### src/rtl/uart_hex_formatter_if.sv
// Word handshake between the memory-dump source and the hex formatter.
interface uart_hex_formatter_if;
  logic        word_valid;
  logic        word_ready;
  logic [31:0] word_address;
  logic [31:0] word_data;
  logic        word_mismatch;

  modport master (output word_valid, word_address, word_data, word_mismatch,
                  input  word_ready);
  modport slave  (input  word_valid, word_address, word_data, word_mismatch,
                  output word_ready);
endinterface

### src/rtl/uart_hex_formatter.sv
// Formats address/data/flag words as ASCII hex lines into a UART TX FIFO,
// plus an "END <words> <mismatches>" summary line on request.
module uart_hex_formatter #(
  parameter int COUNT_WIDTH = 16,
  parameter bit EMIT_CR     = 1'b1
) (
  input  logic                 clk,
  input  logic                 reset,
  uart_hex_formatter_if.slave  wb,
  input  logic                 finish,
  output logic                 busy,
  input  logic                 uart_full,
  output logic                 uart_write,
  output logic [7:0]           uart_data
);

  localparam int D   = COUNT_WIDTH / 4;
  localparam int EOL = EMIT_CR ? 2 : 1;
  localparam logic [7:0] LINE_LEN = 8'(19 + EOL);
  localparam logic [7:0] SUM_LEN  = 8'(5 + 2 * D + EOL);

  typedef enum logic [1:0] {IDLE, LINE, SUMMARY} state_t;

  state_t                 state_q, state_d;
  logic [7:0]             idx_q, idx_d;
  logic [31:0]            addr_q, addr_d;
  logic [31:0]            data_q, data_d;
  logic                   flag_q, flag_d;
  logic                   pend_q, pend_d;
  logic [COUNT_WIDTH-1:0] wcnt_q, wcnt_d;
  logic [COUNT_WIDTH-1:0] mcnt_q, mcnt_d;
  logic                   uart_write_q, uart_write_d;
  logic [7:0]             uart_data_q, uart_data_d;
  logic [7:0]             char_c;
  int                     ci;

  function automatic logic [7:0] hex_char(input logic [3:0] n);
    return (n < 4'd10) ? (8'h30 + {4'h0, n}) : (8'h37 + {4'h0, n});
  endfunction

  assign wb.word_ready = (state_q == IDLE);
  assign busy          = (state_q != IDLE) | pend_q;
  assign uart_write    = uart_write_q;
  assign uart_data     = uart_data_q;

  // Character selected by the current index within the active line.
  always_comb begin
    char_c = 8'h00;
    ci     = int'(idx_q);
    if (state_q == LINE) begin
      if (ci < 8)        char_c = hex_char(addr_q[4*(7-ci) +: 4]);
      else if (ci == 8)  char_c = 8'h3A;
      else if (ci < 17)  char_c = hex_char(data_q[4*(16-ci) +: 4]);
      else if (ci == 17) char_c = 8'h20;
      else if (ci == 18) char_c = flag_q ? 8'h46 : 8'h50;
      else if (ci == 19 && EMIT_CR) char_c = 8'h0D;
      else               char_c = 8'h0A;
    end else if (state_q == SUMMARY) begin
      if (ci == 0)              char_c = 8'h45;
      else if (ci == 1)         char_c = 8'h4E;
      else if (ci == 2)         char_c = 8'h44;
      else if (ci == 3)         char_c = 8'h20;
      else if (ci < 4 + D)      char_c = hex_char(wcnt_q[4*(D+3-ci) +: 4]);
      else if (ci == 4 + D)     char_c = 8'h20;
      else if (ci < 5 + 2 * D)  char_c = hex_char(mcnt_q[4*(2*D+4-ci) +: 4]);
      else if (ci == 5 + 2 * D && EMIT_CR) char_c = 8'h0D;
      else                      char_c = 8'h0A;
    end
  end

  // Next-state: accept words, pace writes one per two cycles, track counters.
  always_comb begin
    state_d      = state_q;
    idx_d        = idx_q;
    addr_d       = addr_q;
    data_d       = data_q;
    flag_d       = flag_q;
    pend_d       = pend_q;
    wcnt_d       = wcnt_q;
    mcnt_d       = mcnt_q;
    uart_write_d = 1'b0;
    uart_data_d  = uart_data_q;
    case (state_q)
      IDLE: begin
        if (wb.word_valid) begin
          addr_d  = wb.word_address;
          data_d  = wb.word_data;
          flag_d  = wb.word_mismatch;
          idx_d   = 8'd0;
          state_d = LINE;
          if (!(&wcnt_q)) wcnt_d = wcnt_q + 1'b1;
          if (wb.word_mismatch && !(&mcnt_q)) mcnt_d = mcnt_q + 1'b1;
        end else if (pend_q) begin
          idx_d   = 8'd0;
          pend_d  = 1'b0;
          state_d = SUMMARY;
        end
      end
      LINE, SUMMARY: begin
        // A write cycle is always followed by an idle cycle so the FIFO full
        // flag seen at the next edge reflects the character just written.
        if (uart_write_q) begin
          if (idx_q == ((state_q == LINE) ? LINE_LEN : SUM_LEN)) state_d = IDLE;
        end else if (!uart_full) begin
          uart_write_d = 1'b1;
          uart_data_d  = char_c;
          idx_d        = idx_q + 8'd1;
          if (state_q == SUMMARY && idx_q == SUM_LEN - 8'd1) begin
            wcnt_d = '0;
            mcnt_d = '0;
          end
        end
      end
      default: state_d = IDLE;
    endcase
    // A finish seen while the summary is running (or starting) is dropped.
    if (finish && state_q != SUMMARY && state_d != SUMMARY) pend_d = 1'b1;
  end

  // State and datapath registers; reset discards any partial line.
  always_ff @(posedge clk or negedge reset) begin
    if (!reset) begin
      state_q      <= IDLE;
      idx_q        <= 8'd0;
      addr_q       <= '0;
      data_q       <= '0;
      flag_q       <= 1'b0;
      pend_q       <= 1'b0;
      wcnt_q       <= '0;
      mcnt_q       <= '0;
      uart_write_q <= 1'b0;
      uart_data_q  <= 8'h00;
    end else begin
      state_q      <= state_d;
      idx_q        <= idx_d;
      addr_q       <= addr_d;
      data_q       <= data_d;
      flag_q       <= flag_d;
      pend_q       <= pend_d;
      wcnt_q       <= wcnt_d;
      mcnt_q       <= mcnt_d;
      uart_write_q <= uart_write_d;
      uart_data_q  <= uart_data_d;
    end
  end

endmodule
### src/flat_wrapper.sv
// flat-port wrapper written by rule: the top's interface ports become plain ports
module uart_hex_formatter_flat 
#(
  parameter int COUNT_WIDTH = 16,
  parameter bit EMIT_CR     = 1'b1
)
  (clk, reset, finish, busy, uart_full, uart_write, uart_data, wb_word_valid, wb_word_address, wb_word_data, wb_word_mismatch, wb_word_ready);
  uart_hex_formatter_if wb_i ();
  input  logic clk;
  input  logic reset;
  input  logic finish;
  output logic busy;
  input  logic uart_full;
  output logic uart_write;
  output logic [7:0] uart_data;
  input wire logic [$bits(wb_i.word_valid)-1:0] wb_word_valid;
  input wire logic [$bits(wb_i.word_address)-1:0] wb_word_address;
  input wire logic [$bits(wb_i.word_data)-1:0] wb_word_data;
  input wire logic [$bits(wb_i.word_mismatch)-1:0] wb_word_mismatch;
  output wire logic [$bits(wb_i.word_ready)-1:0] wb_word_ready;
  assign wb_i.word_valid = wb_word_valid;
  assign wb_i.word_address = wb_word_address;
  assign wb_i.word_data = wb_word_data;
  assign wb_i.word_mismatch = wb_word_mismatch;
  assign wb_word_ready = wb_i.word_ready;
  uart_hex_formatter #(.COUNT_WIDTH(COUNT_WIDTH), .EMIT_CR(EMIT_CR)) u_core (.clk(clk), .reset(reset), .wb(wb_i), .finish(finish), .busy(busy), .uart_full(uart_full), .uart_write(uart_write), .uart_data(uart_data));
endmodule
### config.mk
export PLATFORM = sky130hd
export DESIGN_NAME = uart_hex_formatter_flat
export DESIGN_NICKNAME = d
export VERILOG_FILES = /design/src/rtl/uart_hex_formatter_if.sv /design/src/rtl/uart_hex_formatter.sv /design/src/flat_wrapper.sv
export SDC_FILE = /design/constraint.sdc
export NUM_CORES = 1
export LEC_CHECK = 0
export ABC_CLOCK_PERIOD_IN_PS = 3900
export CORE_ASPECT_RATIO = 1.25
export CORE_MARGIN = 8
export CORE_UTILIZATION = 59
export CTS_BUF_LIST = sky130_fd_sc_hd__clkbuf_8
export CTS_CLUSTER_DIAMETER = 30
export DETAILED_ROUTE_END_ITERATION = 12
export PLACE_DENSITY = 0.84
export SLEW_MARGIN = 40
export SYNTH_ARGS = -nofsm -noshare
export SYNTH_HDL_FRONTEND = slang
export SYNTH_SLANG_ARGS = --single-unit
### constraint.sdc
create_clock -name clk -period 3.9 [get_ports clk]
set_input_delay 0.39 -clock clk [delete_from_list [all_inputs] [get_ports clk]]
set_output_delay 0.39 -clock clk [all_outputs]
set_load 0.05 [all_outputs]
======== Yosys cells after proc, flatten, opt, wreduce, memory -nomap -nowiden ========
Index checks and enable logic that the tools add are counted.
word-level totals
  output and inout bits ................... 11
  register bits after elaboration ......... 117
  input bits .............................. 70
  logic and storage cells ................. 126
operators by class
  multiplexer cells ....................... 47
  reductions and logical operators ........ 19
  bitwise operators ....................... 3
  shift-type cells ........................ 4
  magnitude comparators ................... 7
  equal/unequal tests ..................... 22
  add/sub/neg operators ................... 14
operators with widths
  operator               count
  $mux 8                 22
  $mux 16                7
  $pmux 16 s2            2
  $shiftx 16x32->4       2
  $shiftx 32x32->4       2
  $add 6x4->7 const A    8
  $add 16x1->16 const B  2
  $reduce_and 16->1      2
  $eq 8x6->1 const B     3
  $eq 8x3->1 const B     2
  $eq 8x5->1 const B     2
  $lt 4x4->1 const B     4
  $lt 8x4->1 const B     2
  $pmux 8 s2             1
  $ne 2x2->1 const B     6
  $reduce_and 6->1       2
  $mux 5                 2
  $sub 3x8->9 const A    1
  $sub 4x8->9 const A    1
  $sub 5x8->9 const A    1
  $add 8x1->8 const B    1
  $eq 8x2->1 const B     1
  $eq 8x4->1 const B     1
  $eq 8x8->1             1
  other kinds (20)       38

======== Logic depth before layout (Yosys ltp) ========
  depth in word-level cells ............... 13
  mapped depth ............................ 15
  mapped depth without buffers ............ 11

======== Worst setup path after synthesis ========
No wires, ideal clock.
  path kind ............................... reg-to-reg
  from .................................... register u_core.idx_q[1]
  to ...................................... register u_core.uart_data_q[2] (netlist: u_core.uart_data[2])
  stages on the path, launching flop included .. 16
  required time ........................... 3767 ps
  period minus slack after synthesis ...... 3203 ps
  library setup time ...................... 133 ps
  arrival time ............................ 3070 ps
  slack ................................... 697 ps
  path buffers ............................ 4
  cell sequence ........................... dfrtp_1 -> buf_2 -> buf_2 -> inv_1 -> ha_1 -> buf_4 -> buf_4 -> mux2i_1 -> mux4_2 -> a21oi_1 -> inv_1 -> ha_1 -> nor2b_1 -> a41oi_1 -> o211ai_1 -> o2bb2ai_1
between the ends
  cells in the longest elaborated chain, start to end .. 13
  elaborated cells on any way between the ends .. 51
  those cells by class .................... add/sub: 11; order compare: 7; eq/ne: 8; shift: 4; mux: 20; reduce/logical: 1
RTL lines
  element                                    line                       text
  start: declaration                         uart_hex_formatter.sv:25   logic [7:0] idx_q, idx_d;
  start signal: assignment                   uart_hex_formatter.sv:135  idx_q <= idx_d;
  $sub 4x8->9                                uart_hex_formatter.sv:65   else if (ci < 5 + 2 * D) char_c = hex_char(mcnt_q[4*(2*D+4-ci) +: 4]);
  $shiftx 16x32->4                           uart_hex_formatter.sv:65
  $add 6x4->7 or $lt 4x4->1 (tied branches)  uart_hex_formatter.sv:38   return (n < 4'd10) ? (8'h30 + {4'h0, n}) : (8'h37 + {4'h0, n});
  $mux 8                                     uart_hex_formatter.sv:38
  $mux 8                                     uart_hex_formatter.sv:65
  $mux 8                                     uart_hex_formatter.sv:64   else if (ci == 4 + D) char_c = 8'h20;
  $mux 8                                     uart_hex_formatter.sv:63   else if (ci < 4 + D) char_c = hex_char(wcnt_q[4*(D+3-ci) +: 4]);
  $mux 8                                     uart_hex_formatter.sv:62   else if (ci == 3) char_c = 8'h20;
  $mux 8                                     uart_hex_formatter.sv:61   else if (ci == 2) char_c = 8'h44;
  $mux 8                                     uart_hex_formatter.sv:60   else if (ci == 1) char_c = 8'h4E;
  $mux 8                                     uart_hex_formatter.sv:59   if (ci == 0) char_c = 8'h45;
  $mux 8                                     uart_hex_formatter.sv:58   end else if (state_q == SUMMARY) begin
  $mux 8 *                                   uart_hex_formatter.sv:50   if (state_q == LINE) begin
  end signal: assignment                     uart_hex_formatter.sv:143  uart_data_q <= uart_data_d;
  end: declaration                           uart_hex_formatter.sv:33   logic [7:0] uart_data_q, uart_data_d;
Every way passes the cells marked *; elsewhere a longest branch is shown, timed or not.
A chain may end at the register's enable or synchronous reset.

======== Final worst setup path ========
  from .................................... register u_core.idx_q[0]
  to ...................................... register u_core.uart_data_q[2] (netlist: u_core.uart_data[2])
Same word-level chain as after synthesis.

==> run_results.csv <==
group,metric,value,unit
global_routing,grt_usage,24.0,%
yosys,synthTopCellsByArea,"dfrtp_1 (41%), mux2_2 (11%), mux4_2 (7.0%)",
yosys,avgSynthCellArea,10.4,um2
timing,clock_skew,0.0112,ns
setup_path,crit_type,"flip-flop to flip-flop",
setup_path,critical_path.max_stage_delay,0.58,ns
timing,period_share,82.2,%
yosys,synth_area,7090,um2
finish,nets,834,
route,drt_iter0_markers,553,
setup_path,crit_path_cell_trace,"buf_4 -> mux4_2 -> mux2i_1 -> nand2b_1 -> ha_1 -> inv_1 -> or4b_1 -> o21a_1 -> o211ai_1 -> o2bb2ai_1",
cts,cts_resized,0,
timing,grt_setup_unrepaired,"false",
power,peakVddDrop,0.000621,V
timing,final_hold_viol_count,0,
route,dr.pass1.iters,5,
setup_path,cpLargestDelayFamily,"multiplexers",
timing,fmax,312,MHz
finish,antenna_cells,0,
power,total_leakage_power,3.39,nW
global_routing,grt-ovfl-total,0,
status,status,"finished, final reports clean",
global_routing,antenna_found_initial,0,
die,die_h,139,um
finish,drive_gt1_share,20.3,%
die,rows,45,
cts,clk_pin_slew,0.08,ns
timing,slew_headroom,54.1,%
yosys,yosysWarnings,0,
setup_path,critPathSlowestCell,"mux4_2",
yosys,syn_nets,766,
route,drt-vias-per-instance,6.34,
finish,final_util,70.4,%
cts,htreeDepth,4,
cts,post_cts_buffers,0,
timing,setup_viol,0,
yosys,synth-seq-area-share,40.9,%
global_routing,grt_max_degree,85,
setup_path,crit_fanout,29,
timing,report.final.slew_viol_count,0,
finish,nFillCells,886,
yosys,synth_top_area_share,40.9,%
die,core,11900,um2
flow_run,max-cap-violations,0,
timing,setup_tns,0,ns
yosys,yosys.area.top_type,"dfrtp_1",
power,powerDensity,786,nW/um2
timing,worst_slew_pin_slew,0.683,ns
die,die_x,114,um
yosys,synth_cell_type_count,72,
route,route.antenna.remaining_nets,0,
setup_path,end_kind,"flip-flop",
min_path,hold_path_class,"primary input to async pin",
setup_path,worstPathArrival,3.57,ns
cts,cts_buffer_depth,2,
finish,syn_to_final_growth,18.4,%
die,initial_core_util,59.4,%
cts,clock_latency,0.43,ns
die,io_pins,81,
placed_design,dp_cells,894,
placed_design,io_buffers,79,
placed_design,dp_hpwl,12700,um
cts,tritoncts.num_buffers,17,
yosys,synth_ff_type,"dfrtp_1",
route,drcViolationCount,0,
cts,tritoncts,"built",
cts,cts_root_buffer,"clkbuf_8",
global_routing,grt_pass1_wl,30500,um
placed_design,gp_congestion,0.898,
setup_path,critPathLaunchType,"flip-flop",
setup_path,cp.required,4.26,ns
yosys,synth_edf_count,0,
yosys,syn_inst,681,
finish,fin_cells,926,
cts,clock-sinks,116,
route,wl_per_cell,19.6,um
setup_path,critical_path_buf_inv_count,2,
cts,cts-hold-fix-buffers,0,
yosys,ys_seq_elements,116,
route,wl,18200,um
yosys,async_flop_share,100,%
route,vias,5870,
timing,fin_crit,3.21,ns
die,dieArea,15800,um2
global_routing,grt_pass1_vias,6133,
==> through the flow <==
stage          area, um2  setup WS (ns)  hold WS (ns)  power, mW
2_1_floorplan       7090          0.697        0.0944       4.54
3_3_place_gp        7980          0.871         0.485       5.22
3_5_place_dp        7980          0.740         0.495       5.39
4_1_cts             8390          0.691        0.0359       6.59
5_1_grt             8400          0.455        0.0566       7.01
6_report            8400          0.693        0.0118       6.60
==> routing by layer <==
layer	wire length [um]	up-vias	GRT usage (%)
met5	0	-	0
met2	9370	206	40.1
li1	-	2707	-
met1	7400	2907	29.1
met3	863	50	4.40
met4	561	0	11.4
==> flip-flops by register name (all words and copies together), names as in the netlist <==
register and flops:
u_core.idx_q 8, u_core.uart_data 7, u_core.data_q 32, u_core.mcnt_q 16
u_core.wcnt_q 16, u_core.pend_q 1, u_core.flag_q 1, u_core.addr_q 32
u_core.state_q 2, u_core.uart_write 1
==> layout make-up <==
cell class,count,area (um2),area share (%)
Clock inverter,15,170,2.03
Clock buffer,17,234,2.79
Sequential cell,116,2900,34.6
Inverter,18,67.6,0.805
Tap cell,164,205,2.44
Timing Repair Buffer,91,897,10.7
Multi-Input combinational cell,505,3920,46.7
==> final timing paths <==
kind / startpoint / end / slack, ns / depth (start not counted)
min in group clk: u_core.addr_q[18] / u_core.addr_q[18] / 0.51 / 1
min reg2reg: u_core.addr_q[18] / u_core.addr_q[18] / 0.51 / 1
max reg2reg: u_core.idx_q[0] / u_core.uart_data[2] / 0.69 / 10
max: u_core.idx_q[0] / u_core.uart_data[2] / 0.69 / 10
min: reset / u_core.mcnt_q[6] / 0.01 / 1
max in group asynchronous: reset / u_core.data_q[26] / 3.18 / 2
==> cell families after synthesis <==
family                     count (synthesis)  synth area share [%]
other                                      1                0.0529
AOI/OAI and AO/OA                        143                  14.8
buffers and inverters                     60                  3.88
and+or+nand+nor                          237                  17.3
muxes                                    105                  19.9
DFF                                      116                  40.9
adders and majority gates                 15                  2.65
xor gates and xnor gates                   4                 0.494
==> where the power goes <==
group	leakage, nW	internal (mW)	switching (mW)
Combinational	1.76	1.50	1.89
Sequential	1.43	1.68	0.389
Clock	0.200	0.585	0.562
==> cells in the mapped netlist, drive strengths merged, types with 3 or more instances <==
library cell	number
nand2b	8
buf	21
inv	18
or4	3
o211ai	3
and2	5
xor2	3
o21ai	33
o41ai	6
a221o	9
a21oi	32
nor3	20
nand4	5
a311oi	5
a22o	5
nor4	12
nand4b	3
mux2i	16
o311ai	4
a41o	3
mux4	22
nand3	23
o22ai	3
a21o	7
a2111oi	5
clkbuf	21
o32ai	3
or3	4
nor3b	5
nor2	31
dfrtp	116
nand2	78
nor2b	16
nand3b	5
ha	15
or2	5
and3	4
mux2	67
==> cells in the final DEF, fill, tap and decap left out, types with 6 or more instances in the layout <==
cell type        netlist  layout
clkdlybuf4s50_1        0      78
a21oi_1               32      32
inv_1                 18      18
nand2_1               78      78
mux2_2                67      67
clkbuf_8               0      18
a21o_1                 7       6
dfrtp_1              116     115
nor2b_1               16      16
nand3_1               22      22
o21ai_0               32      32
inv_6                  0       6
nor4_1                12      12
ha_1                  15      15
mux4_2                22      22
buf_4                  6      11
a221o_1                9       9
mux2i_1               16      16
nand2b_1               8       8
nor2_1                31      31
nor3_1                20      19
(Power assumes the default switching activity.)
